==> config.mk <==
export PLATFORM = sky130hd
export DESIGN_NAME = l2_way_lookup
export DESIGN_NICKNAME = d
export VERILOG_FILES = /design/src/rtl/l2_way_lookup_pkg.sv /design/src/rtl/l2_way_lookup_select.sv /design/src/rtl/l2_way_lookup.sv
export SDC_FILE = /design/constraint.sdc
export NUM_CORES = 1
export LEC_CHECK = 0
export CAP_MARGIN = 20
export CORE_ASPECT_RATIO = 1.2
export CORE_MARGIN = 2
export CORE_UTILIZATION = 45
export DETAILED_ROUTE_END_ITERATION = 7
export GPL_TIMING_DRIVEN = 0
export PLACE_DENSITY = 0.88
export SLEW_MARGIN = 25
export SYNTH_ARGS = -nofsm -noshare
export SYNTH_HDL_FRONTEND = slang
export SYNTH_SLANG_ARGS = --single-unit
==> constraint.sdc <==
create_clock -name clk -period 4.6 [get_ports clk]
set_clock_uncertainty 0.1 [all_clocks]
set_input_delay 0.92 -clock clk [delete_from_list [all_inputs] [get_ports clk]]
set_output_delay 0.92 -clock clk [all_outputs]
set_load 0.01 [all_outputs]
==> src/rtl/l2_way_lookup_pkg.sv <==
// Shared L2 cache types and constants for the set lookup sequencer and its way picker.
package l2_way_lookup_pkg;

   localparam int L2_WAYS     = 8;
   localparam int L2_WAY_BITS = $clog2(L2_WAYS);
   localparam int L2_SET_BITS = 8;
   localparam int L2_TAG_BITS = 16;
   localparam int STATE_BITS  = 2;

   typedef logic [L2_SET_BITS-1:0] l2_set_t;
   typedef logic [L2_TAG_BITS-1:0] l2_tag_t;
   typedef logic [L2_WAY_BITS-1:0] l2_way_t;
   typedef logic [STATE_BITS-1:0]  state_t;

   localparam state_t INVALID = 2'b00;

   typedef enum logic [1:0] {
      LK_NONE  = 2'd0,
      LK_HIT   = 2'd1,
      LK_EMPTY = 2'd2,
      LK_EVICT = 2'd3
   } lookup_kind_t;

   typedef enum logic [2:0] {
      ST_IDLE,
      ST_RD,
      ST_CAP,
      ST_LOOKUP,
      ST_RESP
   } lookup_state_t;

endpackage

==> src/rtl/l2_way_lookup_select.sv <==
// Combinational way picker: hit first, then an unlocked empty way, then a round-robin
// victim starting at the buffered pointer; NONE when every candidate is locked.
module l2_way_select
   import l2_way_lookup_pkg::*;
#(
   parameter  int WAYS = L2_WAYS,
   localparam int WB   = $clog2(WAYS)
) (
   input  logic [WAYS*L2_TAG_BITS-1:0] i_tags,
   input  logic [WAYS*STATE_BITS-1:0]  i_states,
   input  logic [WAYS-1:0]             i_lock,
   input  logic [WB-1:0]               i_ptr,
   input  logic [L2_TAG_BITS-1:0]      i_tag,
   output logic [1:0]                  o_kind,
   output logic [WB-1:0]               o_way,
   output logic [WB-1:0]               o_next
);

   logic         w_hit_found;
   logic [WB-1:0] w_hit_way;
   logic         w_empty_found;
   logic [WB-1:0] w_empty_way;
   logic         w_evict_found;
   logic [WB-1:0] w_evict_way;
   logic [WB-1:0] w_idx;
   lookup_kind_t w_kind;

   // NOTE: every variable gets a default before the loops so no path leaves one unassigned (no latch).
   always_comb begin
      w_hit_found   = 1'b0;
      w_hit_way     = '0;
      w_empty_found = 1'b0;
      w_empty_way   = '0;
      w_evict_found = 1'b0;
      w_evict_way   = '0;
      w_idx         = '0;

      for (int w = 0; w < WAYS; w++) begin
         if (!w_hit_found && i_states[w*STATE_BITS +: STATE_BITS] != INVALID &&
             i_tags[w*L2_TAG_BITS +: L2_TAG_BITS] == i_tag) begin
            w_hit_found = 1'b1;
            w_hit_way   = WB'(w);
         end
         if (!w_empty_found && i_states[w*STATE_BITS +: STATE_BITS] == INVALID && !i_lock[w]) begin
            w_empty_found = 1'b1;
            w_empty_way   = WB'(w);
         end
      end

      // Index arithmetic wraps naturally at WB bits, giving the modulo-WAYS scan order.
      for (int i = 0; i < WAYS; i++) begin
         w_idx = i_ptr + WB'(i);
         if (!w_evict_found && !i_lock[w_idx]) begin
            w_evict_found = 1'b1;
            w_evict_way   = w_idx;
         end
      end
   end

   always_comb begin
      w_kind = LK_NONE;
      o_way  = '0;
      o_next = i_ptr;
      if (w_hit_found) begin
         w_kind = LK_HIT;
         o_way  = w_hit_way;
      end else if (w_empty_found) begin
         w_kind = LK_EMPTY;
         o_way  = w_empty_way;
      end else if (w_evict_found) begin
         w_kind = LK_EVICT;
         o_way  = w_evict_way;
         o_next = w_evict_way + 1'b1;
      end
   end

   assign o_kind = w_kind;

endmodule

==> src/rtl/l2_way_lookup.sv <==
// L2 set lookup sequencer: read the set, load the set buffers, pick a way, hold the
// registered result until the controller accepts it.
module l2_way_lookup
   import l2_way_lookup_pkg::*;
#(
   parameter  int WAYS = L2_WAYS,
   localparam int WB   = $clog2(WAYS)
) (
   input  logic                        clk,
   input  logic                        rst,
   input  logic                        req_valid,
   output logic                        req_ready,
   input  logic [L2_SET_BITS-1:0]      req_set,
   input  logic [L2_TAG_BITS-1:0]      req_tag,
   input  logic [WAYS-1:0]             lock_ways,
   output logic                        rd_mem_en,
   output logic [L2_SET_BITS-1:0]      rd_set,
   output logic                        bufs_en,
   input  logic [WAYS*L2_TAG_BITS-1:0] tags_buf,
   input  logic [WAYS*STATE_BITS-1:0]  states_buf,
   input  logic [WB-1:0]               evict_way_buf,
   output logic                        rsp_valid,
   input  logic                        rsp_ready,
   output logic [1:0]                  rsp_kind,
   output logic [WB-1:0]               rsp_way,
   output logic [WB-1:0]               rsp_evict_way_next
);

   lookup_state_t           r_state;
   lookup_state_t           w_next_state;
   logic [L2_SET_BITS-1:0]  r_set;
   logic [L2_TAG_BITS-1:0]  r_tag;
   logic [1:0]              r_kind;
   logic [WB-1:0]           r_way;
   logic [WB-1:0]           r_next;
   logic [1:0]              w_sel_kind;
   logic [WB-1:0]           w_sel_way;
   logic [WB-1:0]           w_sel_next;

   l2_way_select #(.WAYS(WAYS)) u_select (
      .i_tags   (tags_buf),
      .i_states (states_buf),
      .i_lock   (lock_ways),
      .i_ptr    (evict_way_buf),
      .i_tag    (r_tag),
      .o_kind   (w_sel_kind),
      .o_way    (w_sel_way),
      .o_next   (w_sel_next)
   );

   // NOTE: state registers use non-blocking assignments so every flop samples pre-edge values.
   always_ff @(posedge clk or posedge rst) begin
      if (rst) r_state <= ST_IDLE;
      else     r_state <= w_next_state;
   end

   always_comb begin
      w_next_state = r_state;
      req_ready    = 1'b0;
      rd_mem_en    = 1'b0;
      bufs_en      = 1'b0;
      rsp_valid    = 1'b0;
      case (r_state)
         ST_IDLE: begin
            req_ready = 1'b1;
            if (req_valid) w_next_state = ST_RD;
         end
         ST_RD: begin
            rd_mem_en    = 1'b1;
            w_next_state = ST_CAP;
         end
         ST_CAP: begin
            bufs_en      = 1'b1;
            w_next_state = ST_LOOKUP;
         end
         ST_LOOKUP: w_next_state = ST_RESP;
         ST_RESP: begin
            rsp_valid = 1'b1;
            if (rsp_ready) w_next_state = ST_IDLE;
         end
         default: w_next_state = ST_IDLE;
      endcase
   end

   always_ff @(posedge clk or posedge rst) begin
      if (rst) begin
         r_set  <= '0;
         r_tag  <= '0;
         r_kind <= LK_NONE;
         r_way  <= '0;
         r_next <= '0;
      end else begin
         if (r_state == ST_IDLE && req_valid) begin
            r_set <= req_set;
            r_tag <= req_tag;
         end
         // Result is frozen outside LOOKUP so it stays stable while the consumer stalls.
         if (r_state == ST_LOOKUP) begin
            r_kind <= w_sel_kind;
            r_way  <= w_sel_way;
            r_next <= w_sel_next;
         end
      end
   end

   assign rd_set             = r_set;
   assign rsp_kind           = r_kind;
   assign rsp_way            = r_way;
   assign rsp_evict_way_next = r_next;

endmodule

-- After elaboration in Yosys (flattened, before gate mapping)
Index checks and enable logic that the tools add are counted.
- bits in writable memories: 0
- input bits: 183
- output and inout bits: 20
- bits in latches: 0
- memories kept: 0
- bits in read-only memories: 0
- flip-flop bits (word level): 35
- logic and storage cells: 205
- add/subtract/negate cells: 8
- order comparisons: 8
- reductions and logical operators: 91
- shift operators: 0
- multipliers: 0
- equal/unequal tests: 14
- div/mod/pow operators: 0
- multiplexer cells: 78
- bitwise logic cells: 0
- operators by type and width (cell ; count):
    16-bit == test ; 8
    3-bit 2-to-1 mux ; 26
    1-bit logical AND ; 38
    1-bit 2-to-1 mux ; 38
    1-bit zero test ; 35
    3-bit by 4-bit < comparator with 1-bit output (second input constant) ; 8
    1-bit binary-select mux with 3-bit select ; 8
    2-bit zero test ; 8
    2-bit nonzero test ; 8
    3-bit one-hot mux with 5 select lines ; 1
    3-bit adder (second input constant) ; 4
    2-bit 2-to-1 mux ; 5
    3-bit by 1-bit adder with 3-bit output (second input constant) ; 2
    3-bit by 2-bit adder with 3-bit output (second input constant) ; 2
    3-bit by 2-bit == test with 1-bit output (second input constant) ; 2
    2-bit != test (second input constant) ; 2
    3-bit by 1-bit == test with 1-bit output (second input constant) ; 1
    3-bit == test (second input constant) ; 1
    3-bit zero test ; 1
    2-bit AND reduction ; 1

-- Depth between registers and ports, before layout
Gate-level depths: netlist (run 1).
- word-level depth: 33
- gate-level depth with buffers: 15
- depth with buffers taken out: 12

-- Hierarchy
Synthesis (run 1) repeated with hierarchy kept, for this count alone.
- cell total of the unflattened synthesis: 452
- area, all modules: 4485.6 um^2
- by module, submodules not included (module ; seq. area each (um^2) ; cells each ; instances ; area an instance (um^2)):
    l2_way_select ; 0.0 ; 367 ; 1 ; 3111.7
    l2_way_lookup ; 875.8 ; 85 ; 1 ; 1373.8

-- Worst setup path before layout (run 1)
Ideal clock, no wire load.
- kind: in2reg
- start point: input port evict_way_buf[1]
- end point: register r_next[2], in the netlist rsp_evict_way_next[2]
- cell stages on the path: 14
- slack: 0.013 ns
- data arrival time: 4.356 ns
- library setup time: 0.132 ns
- required time: 4.368 ns
- cell sequence: clkbuf_1 > inv_1 > ha_1 > buf_2 > mux4_2 > mux2i_1 > nor2_1 > a221o_1 > nand3_1 > a32oi_1 > ha_1 > or4_1 > a31oi_1 > o21ai_1
- cells in the longest elaborated chain, start to end: 28
- elaborated cells on any way between the ends: 63
- classes of those cells: add/sub: 8; mux: 35; reduce/logical: 20
- ends and longest elaborated chain (what ; RTL line ; source):
    start: declaration ; l2_way_lookup.sv:21 ; input logic [WB-1:0] evict_way_buf,
    3-bit by 1-bit adder with 3-bit output ; l2_way_lookup_select.sv:52 ; w_idx = i_ptr + WB'(i);
    1-bit binary-select mux with 3-bit select ; l2_way_lookup_select.sv:53 ; if (!w_evict_found && !i_lock[w_idx]) begin
    1-bit 2-to-1 mux (implied by the code) ; l2_way_lookup_select.sv:53 ;
    1-bit zero test ; l2_way_lookup_select.sv:53 ;
    1-bit logical AND ; l2_way_lookup_select.sv:53 ;
    1-bit 2-to-1 mux ; l2_way_lookup_select.sv:53 ;
    1-bit zero test ; l2_way_lookup_select.sv:53 ;
    1-bit logical AND ; l2_way_lookup_select.sv:53 ;
    [12 not listed] ; n/a ;
    1-bit 2-to-1 mux ; l2_way_lookup_select.sv:53 ;
    1-bit zero test ; l2_way_lookup_select.sv:53 ;
    1-bit logical AND ; l2_way_lookup_select.sv:53 ;
    3-bit 2-to-1 mux ; l2_way_lookup_select.sv:53 ;
    3-bit by 1-bit adder with 3-bit output ; l2_way_lookup_select.sv:73 ; o_next = w_evict_way + 1'b1;
    3-bit 2-to-1 mux * ; l2_way_lookup_select.sv:70 ; end else if (w_evict_found) begin
    3-bit 2-to-1 mux * ; l2_way_lookup_select.sv:67 ; end else if (w_empty_found) begin
    3-bit 2-to-1 mux * ; l2_way_lookup_select.sv:64 ; if (w_hit_found) begin
    end signal: assignment ; l2_way_lookup.sv:101 ; r_next <= w_sel_next;
    end: declaration ; l2_way_lookup.sv:35 ; logic [WB-1:0] r_next;
Every way passes the cells marked *; elsewhere a longest branch is shown, timed or not. The select of a mux whose other input is x is not followed.
A chain may end at the register's enable or synchronous reset.

-- Worst setup path after layout (run 1)
Same ends and word-level chain as after synthesis.

==> tab_implementation.tex, run 1 <==
\begin{tabular}{lr}
\hline
Metric & Value \\
\hline
\multicolumn{2}{l}{\textbf{Setup path}} \\
Worst EP required & between 4000 and 5000 ps \\
Register-to-Register Path Depth & 10 \\
Highest net fanout along the worst path & 10 \\
Family with the most delay on the worst path & buffers and inverters \\
Crit start category & input pin \\
Buffers \& Inverters on Critical Path & 4 \\
Register-to-Register Setup Slack & $\sim$1400 ps \\
Beginning of the worst register-to-register path & r\_tag[13] \\
Crit. End Element & register \\
Highest cell delay on the worst timing path & between 500 and 600 ps \\
Number of cells on the critical path & 15 \\
Type of the worst setup path & input pin to register \\
Data arrival time of the worst path & between 4000 and 5000 ps \\
Chain of cells forming the critical path & dlygate4sd2\_1, clkbuf\_8, inv\_1, ha\_4, buf\_8, mux4\_2, mux2i\_4, nor2\_1, a221o\_1, nand3\_1, a32oi\_2, ha\_2, or4\_1, a31oi\_1, o21ai\_1 \\
R2r endpoint & rsp\_way[0] \\
Cell with the largest stage delay on the worst path & sky130\_fd\_sc\_hd\_\_mux4\_2 \\
\multicolumn{2}{l}{\textbf{Place}} \\
Number of I/O port buffers & 201 \\
Post-Place Cells & slightly below 800 \\
Placed wire-length estimate & about 13,000 um \\
GPL Wtd Cong & 0.843 \\
\multicolumn{2}{l}{\textbf{STA}} \\
Worst-Margin Slew & between 900 and 1000 ps \\
Time the final worst path needs with I/O delays and setup & 4410 ps \\
Fmax & 0.227 GHz \\
Total count of max-transition violations in the final report & 0 \\
Post-Route Hold Slack & 384 ps \\
Relative max-transition margin & 39.2\% \\
Final hold viol count & 0 \\
Final Cycle Share & 95.9\% \\
RSZ-0062 raised after global routing & no \\
Count of final setup violators & 0 \\
\multicolumn{2}{l}{\textbf{Power and ir drop}} \\
Peak VDD IR & roughly 400 uV \\
Leakage component of the power & about 0.0024 uW \\
Comb power frac & just over 70\% \\
Part of the total power dissipated in the clock network & approximately 7.6\% \\
Total power density per cell area & $\sim$410 nW/um2 \\
Switching Fraction & between 40\% and 50\% \\
Switching Power & between 1000 and 1500 uW \\
Sequential cell fraction of total power & $\sim$20\% \\
Internal power summed over all cells & 1520 uW \\
\multicolumn{2}{l}{\textbf{Logic synthesis}} \\
Fraction of the yosys area taken by sequential cells & about a fifth \\
Total number of yosys warnings & 0 \\
Area leader, netlist & sky130\_fd\_sc\_hd\_\_dfrtp\_1 \\
Area fraction of the dominant cell type after synthesis & a little over a fifth \\
Fraction of synthesis flops using an asynchronous set or reset pin & between 90\% and 100\% \\
Syn Nets & 639 \\
Number of synthesized register bits & 35 \\
Top flip-flop cell by instance count after synthesis & sky130\_fd\_sc\_hd\_\_dfrtp\_1 \\
Post-synth EDFFs & 0 \\
Synthesized area divided by synthesized cell count & approximately 9.1 um2 \\
Post-Syn Instances & 453 \\
Synthesized cell area & around 4000 um2 \\
Number of library cell types mapped by synthesis & 63 \\
Area contributors post-synth & sky130\_fd\_sc\_hd\_\_dfrtp\_1 (21\%), sky130\_fd\_sc\_hd\_\_xnor2\_1 (18\%), sky130\_fd\_sc\_hd\_\_xor2\_1 (10\%), sky130\_fd\_sc\_hd\_\_mux2\_2 (7.7\%), sky130\_fd\_sc\_hd\_\_mux4\_2 (4.9\%) \\
\multicolumn{2}{l}{\textbf{Clock network}} \\
Clock tree from TritonCTS & built \\
Sinks on Clock Net & 35 \\
Clk Tree Root Cell & sky130\_fd\_sc\_hd\_\_clkbuf\_8 \\
Skew-Pair Late Insertion Delay & between 200 and 300 ps \\
Number of levels in the clock H-tree & 2 \\
Number of buffers on the longest clock path & 2 \\
Num CTS Buffers & 5 \\
Clock transition at the registers of the reported paths & 60 ps \\
\multicolumn{2}{l}{\textbf{Floorplan}} \\
Height of the chip & between 100 and 150 um \\
Initial Util & 45.9\% \\
Total number of placement rows & 38 \\
Die area & just under 10,000 um2 \\
Core Area & around 9000 um2 \\
IO Pins & between 200 and 250 \\
Die X-Extent & just over 90 um \\
\multicolumn{2}{l}{\textbf{Global route}} \\
Wire length of the first global-routing pass & $\sim$24,000 um \\
Number of global-route vias before repair & roughly 4,700 \\
GRT Util Overall & between 30\% and 40\% \\
Pin count of the biggest net entering global routing & 36 \\
Global route total overflow & 0 \\
Initial antenna violation count & 0 \\
\multicolumn{2}{l}{\textbf{Final layout}} \\
Cell Count, Final, Fillers Out & 787 \\
Filler Cells Inserted & between 600 and 700 \\
ANT cells & 0 \\
Share of cells above drive strength 1 & approximately an eighth \\
Synth-to-layout area growth & 58.0\% \\
Final layout net count & around 850 \\
\multicolumn{2}{l}{\textbf{Drt}} \\
DRC violation total after the first TritonRoute iteration & $\sim$250 \\
DR DRC count & 0 \\
Vias post-DR & roughly 4,600 \\
Drt total wl & 15,700 um \\
Post-DR vias/cell & around 5.9 \\
Drt pass-1 iters & 5 \\
Detailed-route wire length per cell & $\sim$20 um \\
Remaining antenna violation count after routing & 0 \\
\multicolumn{2}{l}{\textbf{Worst hold path}} \\
Endpoint of the worst hold path & rsp\_evict\_way\_next[0] \\
Worst hold path depth & 2 \\
Type of the tightest min-delay check & register to register \\
Worst Hold Launch & rsp\_evict\_way\_next[0] \\
\multicolumn{2}{l}{\textbf{Run status}} \\
Outcome & completed \\
\multicolumn{2}{l}{\textbf{Flow run}} \\
Max-cap viol count & 0 \\
\hline
\end{tabular}
## state kept, by name, indices dropped and copies added (netlist names)
register	count
r_tag	16
rd_set	8
r_state	3
rsp_evict_way_next	3
rsp_way	3
rsp_kind	2
## worst max-delay path by stage
stage / endpoint / slack, ps / start
detailed placement: rsp_evict_way_next[2] / -1260 / evict_way_buf[1]
floorplan: rsp_evict_way_next[2] / 10 / evict_way_buf[1]
CTS: rsp_evict_way_next[2] / 1 / evict_way_buf[0]
finish: rsp_evict_way_next[2] / 190 / evict_way_buf[1]
global placement: rsp_evict_way_next[2] / -1260 / evict_way_buf[1]
global route: rsp_evict_way_next[2] / 30 / evict_way_buf[1]
## metal layers
layer / track usage, % / share of wire [%] / vias up
met5: 0 / 0 / -
met1: 32.9 / 33 / 2195
met4: 16.5 / 5.7 / 0
met2: 56.6 / 51 / 303
met3: 6.97 / 9.6 / 73
li1: - / - / 2068
## cell type report
type	instances	area, um2	share of cell area, %
inverter	8	33.8	0.521
tap	120	150	2.32
buffer	28	188	2.90
clock buffer	6	72.6	1.12
sequential	35	876	13.5
multi-input combinational	382	3090	47.6
timing repair buffer	208	2070	32.0
## cell usage after synthesis (3+ instances only)
master / instances
sky130_fd_sc_hd__a211oi_1: 3
sky130_fd_sc_hd__o21ai_0: 19
sky130_fd_sc_hd__ha_1: 3
sky130_fd_sc_hd__mux4_2: 9
sky130_fd_sc_hd__nand3_1: 7
sky130_fd_sc_hd__nand2_1: 26
sky130_fd_sc_hd__xnor2_1: 83
sky130_fd_sc_hd__mux2_2: 28
sky130_fd_sc_hd__nor3b_1: 3
sky130_fd_sc_hd__inv_1: 7
sky130_fd_sc_hd__dfrtp_1: 35
sky130_fd_sc_hd__a21oi_1: 8
sky130_fd_sc_hd__buf_2: 17
sky130_fd_sc_hd__a32oi_1: 3
sky130_fd_sc_hd__or3_1: 6
sky130_fd_sc_hd__o22ai_1: 4
sky130_fd_sc_hd__nor3_1: 16
sky130_fd_sc_hd__o211ai_1: 3
sky130_fd_sc_hd__and2_1: 4
sky130_fd_sc_hd__nand4_1: 19
sky130_fd_sc_hd__nor2b_1: 4
sky130_fd_sc_hd__nor4_1: 11
sky130_fd_sc_hd__mux2i_1: 9
sky130_fd_sc_hd__nor2_1: 17
sky130_fd_sc_hd__o22a_1: 3
sky130_fd_sc_hd__buf_6: 3
sky130_fd_sc_hd__xor2_1: 48
sky130_fd_sc_hd__or4_1: 6
sky130_fd_sc_hd__clkbuf_1: 7
## worst reg2reg max path, stage by stage, from the launching register on
cell and delay, ps:
sky130_fd_sc_hd__dfrtp_1 320, sky130_fd_sc_hd__clkbuf_1 680, sky130_fd_sc_hd__xnor2_1 200, sky130_fd_sc_hd__nand4_1 160, sky130_fd_sc_hd__or4_1 520, sky130_fd_sc_hd__o22a_1 240
sky130_fd_sc_hd__and4_1 230, sky130_fd_sc_hd__and3_1 200, sky130_fd_sc_hd__buf_6 130, sky130_fd_sc_hd__a211oi_1 260, sky130_fd_sc_hd__o21ai_1 90
## cells by family after synthesis
group / count (synthesis) / synth area share [%]
adder cells (fa/ha/maj): 3 / 0.915
buffers and inverters: 36 / 4.45
AND/OR/NAND/NOR: 133 / 17.9
XOR/XNOR: 131 / 28.0
AO/OA/AOI/OAI: 65 / 11.0
flip-flops: 35 / 21.4
multiplexers: 50 / 16.4
## power by group through the flow
stage / Clock [uW] / Combinational (uW) / Sequential (uW)
after floorplan: 0 / 1180 / 560
after global placement: 0 / 1820 / 532
after detailed placement: 0 / 1880 / 541
after CTS: 203 / 1910 / 538
after global routing: 215 / 2060 / 554
final: 203 / 1920 / 538
## through the flow
step	setup slack, ps	area (um2)	total power (uW)	TNS [ps]	util (%)
3_3_place_gp	-1260	6260	2350	-4090	70.1
5_1_grt	26.9	6480	2830	0	72.5
3_5_place_dp	-1260	6260	2420	-3900	70.1
4_1_cts	0.979	6420	2650	0	71.9
2_1_floorplan	12.5	4100	1740	0	-
6_report	189	6480	2660	0	72.5
## cells in the final DEF, fill, tap and decap left out, drive strengths merged, types with 17 or more instances in the layout
cell	Yosys	routed
buf	21	28
clkdlybuf4s50	0	199
dfrtp	35	35
mux2	31	31
nand2	27	27
nand4	19	19
nor2	17	17
o21ai	22	22
xnor2	83	83
xor2	48	48
## timing repair
item,CTS,global route
setup endpoints to repair,6,1
pin swaps,1,3
hold buffers,0,0
buffers inserted,4,3
hold endpoints to repair,0,0
resized for setup,14,8
(Power assumes the default switching activity.)
==> inputs of run 2 (changes only) <==
--- a/config.mk
+++ b/config.mk
@@ -10,9 +10,10 @@
 export CORE_MARGIN = 2
 export CORE_UTILIZATION = 45
 export DETAILED_ROUTE_END_ITERATION = 7
+export GPL_ROUTABILITY_DRIVEN = 0
 export GPL_TIMING_DRIVEN = 0
 export PLACE_DENSITY = 0.88
-export SLEW_MARGIN = 25
+export SLEW_MARGIN = 20
 export SYNTH_ARGS = -nofsm -noshare
 export SYNTH_HDL_FRONTEND = slang
 export SYNTH_SLANG_ARGS = --single-unit
==> tab_implementation.tex, run 2 (synthesized netlist as in run 1, its figures left out) <==
\begin{tabular}{lr}
\hline
Metric & Value \\
\hline
\multicolumn{2}{l}{\textbf{Run status}} \\
Outcome & completed \\
\multicolumn{2}{l}{\textbf{Clock network}} \\
Clock transition at the registers of the reported paths & 70 ps (about the same) \\
Skew-Pair Late Insertion Delay & 280 ps (about the same) \\
Clock tree from TritonCTS & built \\
Hold buffer count at CTS & 0 (unchanged) \\
Num CTS Buffers & 5 (unchanged) \\
Clk Tree Root Cell & sky130\_fd\_sc\_hd\_\_clkbuf\_8 \\
Sinks on Clock Net & 35 (unchanged) \\
Number of levels in the clock H-tree & 2 (unchanged) \\
Number of buffers on the longest clock path & 2 (unchanged) \\
\multicolumn{2}{l}{\textbf{STA}} \\
Worst-Margin Slew & 828 ps (-84.9 ps) \\
Count of final setup violators & 0 (unchanged) \\
RSZ-0062 raised after global routing & no \\
Final hold viol count & 0 (unchanged) \\
Time the final worst path needs with I/O delays and setup & 4520 ps (+113 ps) \\
Total count of max-transition violations in the final report & 0 (unchanged) \\
Final Cycle Share & 98.3\% (+2.4 points) \\
Relative max-transition margin & 44.8\% (+5.7 points) \\
Fmax & 0.221 GHz (-2.5\%) \\
\multicolumn{2}{l}{\textbf{Drt}} \\
DRC violation total after the first TritonRoute iteration & 350 (+41\%) \\
Post-DR vias/cell & 5.74 (-2.6\%) \\
Detailed-route wire length per cell & 19.8 um (-0.46\%) \\
DR DRC count & 0 (unchanged) \\
Vias post-DR & 4,530 (-2.3\%) \\
Remaining antenna violation count after routing & 0 (unchanged) \\
Drt pass-1 iters & 5 (unchanged) \\
Drt total wl & 15,600 um (-0.20\%) \\
\multicolumn{2}{l}{\textbf{Global route}} \\
Global route total overflow & 0 (unchanged) \\
GRT Util Overall & 30.5\% (-0.37 points) \\
Number of global-route vias before repair & 4,685 (-1.2\%) \\
Wire length of the first global-routing pass & 23,500 um (-1.4\%) \\
Pin count of the biggest net entering global routing & 36 (unchanged) \\
Initial antenna violation count & 0 (unchanged) \\
\multicolumn{2}{l}{\textbf{Setup path}} \\
Data arrival time of the worst path & 4570 ps (+100 ps) \\
Type of the worst setup path & input pin to register \\
Highest net fanout along the worst path & 10 (unchanged) \\
Crit. End Element & register \\
Worst EP required & 4650 ps (about the same) \\
Crit start category & input pin \\
\multicolumn{2}{l}{\textbf{Final layout}} \\
Most frequent cells in the layout & sky130\_fd\_sc\_hd\_\_clkdlybuf4s50\_1 (199), sky130\_fd\_sc\_hd\_\_xnor2\_1 (83), sky130\_fd\_sc\_hd\_\_xor2\_1 (48), sky130\_fd\_sc\_hd\_\_dfrtp\_1 (35), sky130\_fd\_sc\_hd\_\_mux2\_2 (28) \\
ANT cells & 0 (unchanged) \\
Utilization of the core after routing & 72.5\% (about the same) \\
Top reg by flops & r\_tag \\
Number of flip-flops under the largest register name & 16 (unchanged) \\
Final layout net count & 856 (+0.23\%) \\
Most common library cell in the layout ignoring fill and taps & sky130\_fd\_sc\_hd\_\_clkdlybuf4s50\_1 \\
Cell Count, Final, Fillers Out & 789 (+0.25\%) \\
Synth-to-layout area growth & 58.1\% (about the same) \\
Share of cells above drive strength 1 & 13.6\% (+0.26 points) \\
\multicolumn{2}{l}{\textbf{Power and ir drop}} \\
Leakage component of the power & 0.00242 uW (+0.21\%) \\
Peak VDD IR & 349 uV (-13\%) \\
Total power density per cell area & 410 nW/um2 (-0.13\%) \\
\multicolumn{2}{l}{\textbf{Floorplan}} \\
Core Area & 8940 um2 (unchanged) \\
Die X-Extent & 91.2 um (unchanged) \\
IO Pins & 203 (unchanged) \\
Initial Util & 45.9\% (unchanged) \\
Height of the chip & 109 um (unchanged) \\
Total number of placement rows & 38 (unchanged) \\
Die area & 9900 um2 (unchanged) \\
\multicolumn{2}{l}{\textbf{Worst hold path}} \\
Type of the tightest min-delay check & register to register \\
\multicolumn{2}{l}{\textbf{Flow run}} \\
Max-cap viol count & 0 (unchanged) \\
\multicolumn{2}{l}{\textbf{Place}} \\
Post-Place Cells & 774 (unchanged) \\
Number of I/O port buffers & 201 (unchanged) \\
Placed wire-length estimate & 12,600 um (-1.4\%) \\
\hline
\end{tabular}
[run 2: cell count changes in the layout (fill, tap and decap cells not counted), sizes merged]
cell	before	now
buf	28	30
[run 2: report_power, final]
group	total [uW]	internal (uW)	switching [uW]
clock	202	101	101
combinational	1920	951	972
sequential	534	464	70.2
total	2660	1520	1140
[run 2: repair_timing]
action,in CTS,in global routing
pin swaps,0,2
endpoints found under the setup margin,6,1
setup buffers,6,3
gates resized for setup,14,5
[run 2: cell type report]
class                   count  area [um2]
flip-flops and latches     35         876
well taps                 120         150
repair buffers            210        2080
plain buffers              28         183
clock buffers               6        72.6
multi-input cells         382        3090
inverters                   8        33.8
fillers                   649        2460
[run 2: metal layers]
metal | vias to the layer above | global-route usage (%) | wire length [um] | part of all wire (%)
li1 | 2074 | - | - | -
met1 | 2124 | 34.0 | 5600 | 36
met3 | 51 | 5.30 | 1260 | 8.1
met5 | - | 0 | 0 | 0
met4 | 0 | 11.1 | 549 | 3.5
met2 | 281 | 57.8 | 8220 | 53
[run 2: critical path, stage by stage]
cell and delay, ps:
sky130_fd_sc_hd__dlygate4sd2_1 340, sky130_fd_sc_hd__clkbuf_8 230, sky130_fd_sc_hd__inv_1 150, sky130_fd_sc_hd__ha_4 330, sky130_fd_sc_hd__buf_8 140, sky130_fd_sc_hd__mux4_2 560
sky130_fd_sc_hd__buf_4 190, sky130_fd_sc_hd__mux2_2 290, sky130_fd_sc_hd__nand2_1 90, sky130_fd_sc_hd__nand2_1 100, sky130_fd_sc_hd__a21oi_1 200, sky130_fd_sc_hd__o2bb2ai_2 110
sky130_fd_sc_hd__ha_2 180, sky130_fd_sc_hd__or4_1 520, sky130_fd_sc_hd__a31oi_1 150, sky130_fd_sc_hd__o21ai_1 70
[run 2: per-stage QoR]
step	hold WS, ps	setup TNS (ps)	setup WS (ps)	total power (uW)	cell area (um2)
after global routing	412	0	29.0	2830	6480
after global placement	366	-2700	-1020	2340	6260
after detailed placement	373	-3780	-1210	2420	6260
after CTS	387	0	29.4	2640	6440
after floorplan	383	0	12.5	1740	4100
final	383	0	76.7	2660	6480
[run 2: final timing paths]
| path | cells after the start | slack (ps) | from | end |
|---|---|---|---|---|
| min in group asynchronous | 2 | 990 | rst | rd_set[4] |
| worst min-delay path | 2 | 380 | rsp_evict_way_next[1] | rsp_evict_way_next[1] |
| worst max-delay path | 16 | 80 | evict_way_buf[1] | rsp_evict_way_next[2] |
| worst max register to register | 10 | 1360 | r_tag[13] | rsp_way[0] |
| max in group asynchronous | 2 | 2930 | rst | r_tag[14] |
| worst min register to register | 2 | 380 | rsp_evict_way_next[1] | rsp_evict_way_next[1] |
==> inputs of run 3 (changes only) <==
--- a/config.mk
+++ b/config.mk
@@ -12,6 +12,7 @@
 export DETAILED_ROUTE_END_ITERATION = 7
 export GPL_ROUTABILITY_DRIVEN = 0
 export GPL_TIMING_DRIVEN = 0
+export HOLD_SLACK_MARGIN = 0.05
 export PLACE_DENSITY = 0.88
 export SLEW_MARGIN = 20
 export SYNTH_ARGS = -nofsm -noshare
==> results of run 3 <==
The final DEF is identical to that of run 2; final timing and power are the same.
